--- config.mk ---
export PLATFORM = sky130hd
export DESIGN_NAME = flog_out_packer
export DESIGN_NICKNAME = d
export VERILOG_FILES = /design/src/rtl/flog_out_packer.sv
export SDC_FILE = /design/constraint.sdc
export NUM_CORES = 1
export LEC_CHECK = 0
export CORE_ASPECT_RATIO = 0.6
export CORE_UTILIZATION = 55
export DETAILED_ROUTE_END_ITERATION = 7
export PLACE_DENSITY_LB_ADDON = 0.08
export SYNTH_ARGS = -nofsm -noshare
export SYNTH_HDL_FRONTEND = slang
export SYNTH_SLANG_ARGS = --single-unit
--- constraint.sdc ---
create_clock -name clk_i -period 8.85 [get_ports clk_i]
set_input_delay 0.885 -clock clk_i [delete_from_list [all_inputs] [get_ports clk_i]]
set_output_delay 0.885 -clock clk_i [all_outputs]
set_load 0.05 [all_outputs]
--- src/rtl/flog_out_packer.sv ---
// -----------------------------------------------------------------------------
// flog_out_packer
//   Output stage of the bfloat16 log unit. Converts the signed fixed-point log
//   result into a bfloat16 value, or substitutes the special encoding selected
//   by the special-case vector. Two-entry valid/ready pipeline:
//     stage 1 registers sign, |res| and the resolved special code,
//     stage 2 registers the normalized, rounded bfloat16 word.
//
//   Ports
//     clk_i     in   1     clock, rising edge
//     rst_i     in   1     asynchronous reset, active-high
//     valid_i   in   1     upstream result valid
//     ready_o   out  1     block accepts res_i/spec_i
//     res_i     in   DIM   signed Q(DIM-COMMA_POS).COMMA_POS log result
//     spec_i    in   6     {isNeg,isPosInf,isPosZero,isQNaN,isSNaN,isOpValid}
//     valid_o   out  1     result_o valid
//     ready_i   in   1     downstream accepts result_o
//     result_o  out  16    bfloat16 {s,exp[7:0],fract[6:0]}
//     flags_o   out  3     {invalid,divzero,inexact}, only with FLOG_PACK_STATUS_EN
//
//   Configuration macro: FLOG_PACK_STATUS_EN adds the flags_o status port.
// -----------------------------------------------------------------------------

package flog_pkg;
    localparam int DIM         = 22;
    localparam int COMMA_POS   = 14;
    localparam int EXP_WIDTH   = 8;
    localparam int FRACT_WIDTH = 7;
    localparam int BIAS        = 127;
endpackage

module flog_out_packer
    import flog_pkg::*;
(
    input  logic             clk_i,
    input  logic             rst_i,
    input  logic             valid_i,
    output logic             ready_o,
    input  logic [DIM-1:0]   res_i,
    input  logic [5:0]       spec_i,
    output logic             valid_o,
    input  logic             ready_i,
    output logic [15:0]      result_o
`ifdef FLOG_PACK_STATUS_EN
    ,
    output logic [2:0]       flags_o
`endif
);

    localparam int LW = $clog2(DIM);

    // Special-case vector bit positions.
    localparam int S_NEG  = 5;
    localparam int S_PINF = 4;
    localparam int S_PZER = 3;
    localparam int S_QNAN = 2;
    localparam int S_SNAN = 1;

    // ---------------- handshake ----------------
    logic v1_q, v2_q;
    logic en1, en2;

    // Stage 2 may load when empty or draining; stage 1 may load when empty or
    // when its content moves on in the same cycle.
    assign en2     = ~v2_q | ready_i;
    assign en1     = ~v1_q | en2;
    assign ready_o = en1;
    assign valid_o = v2_q;

    // ---------------- stage 1 ----------------
    logic            sign_d,    sign_q;
    logic [DIM-1:0]  mag_d,     mag_q;
    logic            special_d, special_q;
    logic [15:0]     code_d,    code_q;

    // NOTE: every signal written in an always_comb gets a default first, so no
    // path through the block can leave it unassigned and infer a latch.
    always_comb begin
        sign_d    = res_i[DIM-1];
        // Two's-complement negate; -2^(DIM-1) maps to 2^(DIM-1) as unsigned.
        mag_d     = sign_d ? (~res_i + 1'b1) : res_i;
        special_d = 1'b1;
        code_d    = 16'h0000;
        if (spec_i[S_SNAN] | spec_i[S_QNAN] | spec_i[S_NEG]) begin
            code_d = 16'h7FC0;                       // quiet NaN
        end else if (spec_i[S_PINF]) begin
            code_d = 16'h7F80;                       // +inf
        end else if (spec_i[S_PZER]) begin
            code_d = 16'hFF80;                       // log(0) = -inf
        end else begin
            special_d = 1'b0;
        end
    end

    // NOTE: sequential state uses non-blocking assignments so every register
    // samples the values from before the edge, independent of block order.
    always_ff @(posedge clk_i or posedge rst_i) begin
        if (rst_i) begin
            v1_q      <= 1'b0;
            sign_q    <= 1'b0;
            mag_q     <= '0;
            special_q <= 1'b0;
            code_q    <= 16'h0000;
        end else begin
            if (en1) v1_q <= valid_i;
            if (en1 & valid_i) begin
                sign_q    <= sign_d;
                mag_q     <= mag_d;
                special_q <= special_d;
                code_q    <= code_d;
            end
        end
    end

    // ---------------- stage 2: normalize and round ----------------
    logic [LW-1:0]          lead;
    logic [DIM-1:0]         norm;
    logic [FRACT_WIDTH-1:0] mant_raw;
    logic                   guard, sticky, round_up;
    logic [FRACT_WIDTH:0]   mant_sum;
    logic [8:0]             exp9;
    logic [15:0]            result_d, result_q;

    always_comb begin
        lead = '0;
        for (int i = 0; i < DIM; i++) begin
            if (mag_q[i]) lead = LW'(i);
        end
    end

    // Left-justify so the leading one sits in the MSB; bits below it are the
    // mantissa, guard and sticky (zero-padded automatically for small p).
    assign norm     = mag_q << (LW'(DIM - 1) - lead);
    assign mant_raw = norm[DIM-2 -: FRACT_WIDTH];
    assign guard    = norm[DIM-2-FRACT_WIDTH];
    assign sticky   = |norm[DIM-3-FRACT_WIDTH:0];
    assign round_up = guard & (sticky | mant_raw[0]);
    assign mant_sum = {1'b0, mant_raw} + (FRACT_WIDTH+1)'(round_up);
    // A mantissa carry-out leaves the low bits zero and bumps the exponent.
    assign exp9     = 9'(BIAS - COMMA_POS) + 9'(lead) + 9'(mant_sum[FRACT_WIDTH]);

    always_comb begin
        result_d = 16'h0000;
        if (special_q) begin
            result_d = code_q;
        end else if (mag_q != '0) begin
            result_d = {sign_q, exp9[EXP_WIDTH-1:0], mant_sum[FRACT_WIDTH-1:0]};
        end
    end

    always_ff @(posedge clk_i or posedge rst_i) begin
        if (rst_i) begin
            v2_q     <= 1'b0;
            result_q <= 16'h0000;
        end else begin
            if (en2) v2_q <= v1_q;
            if (en2 & v1_q) result_q <= result_d;
        end
    end

    assign result_o = result_q;

`ifdef FLOG_PACK_STATUS_EN
    logic       invalid_d, invalid_q, divzero_q;
    logic [2:0] flags_q;

    assign invalid_d = spec_i[S_SNAN] | spec_i[S_NEG];

    always_ff @(posedge clk_i or posedge rst_i) begin
        if (rst_i) begin
            invalid_q <= 1'b0;
            divzero_q <= 1'b0;
            flags_q   <= 3'b000;
        end else begin
            if (en1 & valid_i) begin
                invalid_q <= invalid_d;
                divzero_q <= spec_i[S_PZER];
            end
            if (en2 & v1_q) begin
                flags_q <= {invalid_q, divzero_q, ~special_q & (guard | sticky)};
            end
        end
    end

    assign flags_o = flags_q;
`endif

    // isOpValid and the exponent sign bit carry no information here.
    logic unused_bits;
    assign unused_bits = ^{spec_i[0], exp9[8]};

endmodule

==> metrics.cfg <==
[power_and_ir_drop]
leakage_nw=1.76
clock_power_share=0.211
p_seq_frac=0.258
totalPowerFinal_mw=1.05
switching_fraction=0.447
power_frac_comb=0.531
worst_ir_drop_vdd_v=0.000133
power_switching_mw=0.472
internal_power_mw=0.583
pwr_density_cell_mw_per_mm2=236

[placement]
numPlacedInstances=580
cell_area_reported_after_detailed_placement_mm2=0.00429
place_congestion=0.994
dp_hpwl_um=8050
pre_cts_slack_ps=3620
place.port_buffers=48

[worst_setup_path]
cp_data_required_time_ps=9050
timing.critical_path.fanout_max=19
critPathCaptureType=flip-flop
critical_path_arrival_ps=5550
path_class=flip-flop to flip-flop
critical_path.startpoint_type=flip-flop

[drt]
remaining_drc_errors=0
routed_wire_length_um=10600
detail-route-antenna-nets=0
dr_total_vias=3849
drt_first_pass_iters=7
dr.first_iter.drc_count=355
wire_per_inst_um=18.0
route.detailed.vias_per_inst=6.55

[sta]
worst_skew_ps=10.0
finalWorstPathRequiredPeriod_ps=5360
post-route-period-util=0.605
setup_viol=0
setup_slack_ps=3490
fin_hold_ws_ps=481
final-hold-violation-count=0
fin_tns_setup_ps=0
setup_repair_after_global_routing_missed_its_margin=no
slew_violations=0
slew-limit-headroom=0.351
max_slew.worst_pin.slew_ps=964
achievable-frequency_mhz=187

[cts]
cts-root-buf=sky130_fd_sc_hd__clkbuf_16
clkSlewWorstSetupHoldPaths_ps=70
buffer_count_from_post_cts_setup_fixing=0
cts-htree-levels=2
cts_buffers=5
cts_tree=yes
cts_sinks=44
max_clock_buf_depth=2
post_cts.resized_instances=0
clkLatencyLatePin_ps=290
holdBufCountCts=0

[grt]
grt_pass1_vias=3475
grt_usage=0.307
antenna_found_initial=0
grt_start_max_net_pins=49
grt_first_pass_wirelength_um=17000
globalRouteOverflowTotal=0

[die]
floorplan.die.width_um=110
floorplan.initialDensity=0.572
top_level_ports=50
die_h_um=66.7
num_rows=23
area_enclosed_by_the_die_boundary_mm2=0.00733
placeableCoreArea_mm2=0.00671

[layout]
ant_diodes=0
final_layout_size_suffix_gt1_frac=0.0699
area_growth_pct=16.4
design_area_mm2=0.00447
finish.utilization=0.667
finish.net_count=538
final_cells=588

[logic_synthesis]
syn_area_per_cell_um2=8.12
post_synth_num_cell_types=82
asr_flop_ratio_synth=1.00
synth-edff-count=0
yosysSeqAreaShare=0.287
ys_warn_count=0
netlist.top_cell.by_area=sky130_fd_sc_hd__dfrtp_1
mappedNetlistNets=511
flip_flop_and_latch_count_after_synthesis=44
postSynth.topFlopCell=sky130_fd_sc_hd__dfrtp_1
synth_area_leaders=sky130_fd_sc_hd__dfrtp_1, sky130_fd_sc_hd__nand2_1, sky130_fd_sc_hd__o21ai_0
syn-instance-count=473
synthesis.area_mm2=0.00384
yosys.area.top_type_share=0.287

[run]
timing.max_cap.violations=0

[run_status]
run_status=finished clean

[worst_hold_path]
hold_class=flip-flop to flip-flop

cells in the final DEF, fill, tap and decap left out, types with 7 or more instances in the layout:
master | netlist | layout
sky130_fd_sc_hd__nand2b_1 | 9 | 9
sky130_fd_sc_hd__o22ai_1 | 7 | 7
sky130_fd_sc_hd__clkdlybuf4s50_1 | 0 | 48
sky130_fd_sc_hd__nand2_1 | 66 | 66
sky130_fd_sc_hd__o21ai_0 | 49 | 49
sky130_fd_sc_hd__nor3_1 | 12 | 12
sky130_fd_sc_hd__a21oi_1 | 22 | 22
sky130_fd_sc_hd__mux2i_1 | 7 | 7
sky130_fd_sc_hd__nor2_1 | 22 | 22
sky130_fd_sc_hd__xor2_1 | 20 | 20
sky130_fd_sc_hd__inv_1 | 13 | 13
sky130_fd_sc_hd__a211oi_1 | 13 | 13
sky130_fd_sc_hd__o31ai_1 | 7 | 7
sky130_fd_sc_hd__dfrtp_1 | 44 | 44
final cells by class:
type / instances / area [µm²]
tap: 87 / 109
multi-input combinational: 382 / 2520
inverter: 16 / 62.6
sequential: 44 / 1100
timing repair buffer: 51 / 503
clock buffer: 6 / 139
fill: 582 / 2240
clock inverter: 2 / 38.8
flip-flops by register name, summed over array words and instances, names as in the netlist:
register   flops
code_q         2
mag_q         22
result_o      16
sign_q         1
special_q      1
v1_q           1
valid_o        1
critical path, cell delays in order (launching register included):
cell	delay, ps
sky130_fd_sc_hd__dfrtp_1	490
sky130_fd_sc_hd__nor2_1	480
sky130_fd_sc_hd__o31a_1	590
sky130_fd_sc_hd__nand2_4	270
sky130_fd_sc_hd__inv_2	290
sky130_fd_sc_hd__ha_1	260
sky130_fd_sc_hd__xor2_1	720
sky130_fd_sc_hd__nand2_1	220
sky130_fd_sc_hd__a311o_1	400
sky130_fd_sc_hd__a31oi_1	310
sky130_fd_sc_hd__and3_1	250
sky130_fd_sc_hd__nand2_1	70
sky130_fd_sc_hd__ha_1	200
sky130_fd_sc_hd__inv_1	60
sky130_fd_sc_hd__ha_1	190
sky130_fd_sc_hd__xor2_1	190
sky130_fd_sc_hd__a21oi_1	90
sky130_fd_sc_hd__o21ai_0	160
power by group through the flow:
stage,registers (mW),clock network (mW),logic [mW]
global route,0.276,0.232,0.609
finish,0.272,0.223,0.560
CTS,0.269,0.225,0.546
detailed placement,0.273,0,0.541
floorplan,0.275,0,0.410
global placement,0.271,0,0.538
Yosys cell counts, drive strengths merged, types with 7 or more instances:
library cell and instances:
a211oi 17, a21oi 23, buf 14, clkbuf 17, dfrtp 44, inv 15
mux2i 7, nand2 67, nand2b 9, nor2 22, nor3 12, o21ai 50
o22ai 7, o31ai 7, xor2 20
metal layers:
| layer | share of wire | global-route usage | up-vias |
|---|---|---|---|
| met5 | 0 | 0 | - |
| met4 | 0.011 | 0.0767 | 0 |
| met3 | 0.11 | 0.0685 | 16 |
| met2 | 0.39 | 0.424 | 224 |
| met1 | 0.49 | 0.470 | 1782 |
| li1 | - | - | 1827 |
final timing paths:
path / slack (ps) / to / cells past startpoint / start
min in group asynchronous: 1040 / mag_q[2] / 3 / rst_i
setup / recovery: 3490 / result_o[9] / 17 / mag_q[20]
hold reg to reg: 480 / result_o[7] / 2 / result_o[7]
setup reg to reg: 3490 / result_o[9] / 17 / mag_q[20]
max in group asynchronous: 7430 / mag_q[10] / 3 / rst_i
hold / removal: 480 / result_o[7] / 2 / result_o[7]
kinds of logic (layout without fill, tap and decap cells):
family                   after synthesis  after routing  share of synthesized area
AO/OA/AOI/OAI                        169            169                      0.307
XOR/XNOR                              25             25                     0.0570
adder cells (fa/ha/maj)                6              6                     0.0196
buffers and inverters                 47             75                     0.0577
flip-flops                            44             44                      0.287
multiplexers                          14             14                     0.0486
AND/OR/NAND/NOR                      168            168                      0.223
No activity file was read; power rests on OpenSTA's default activity.
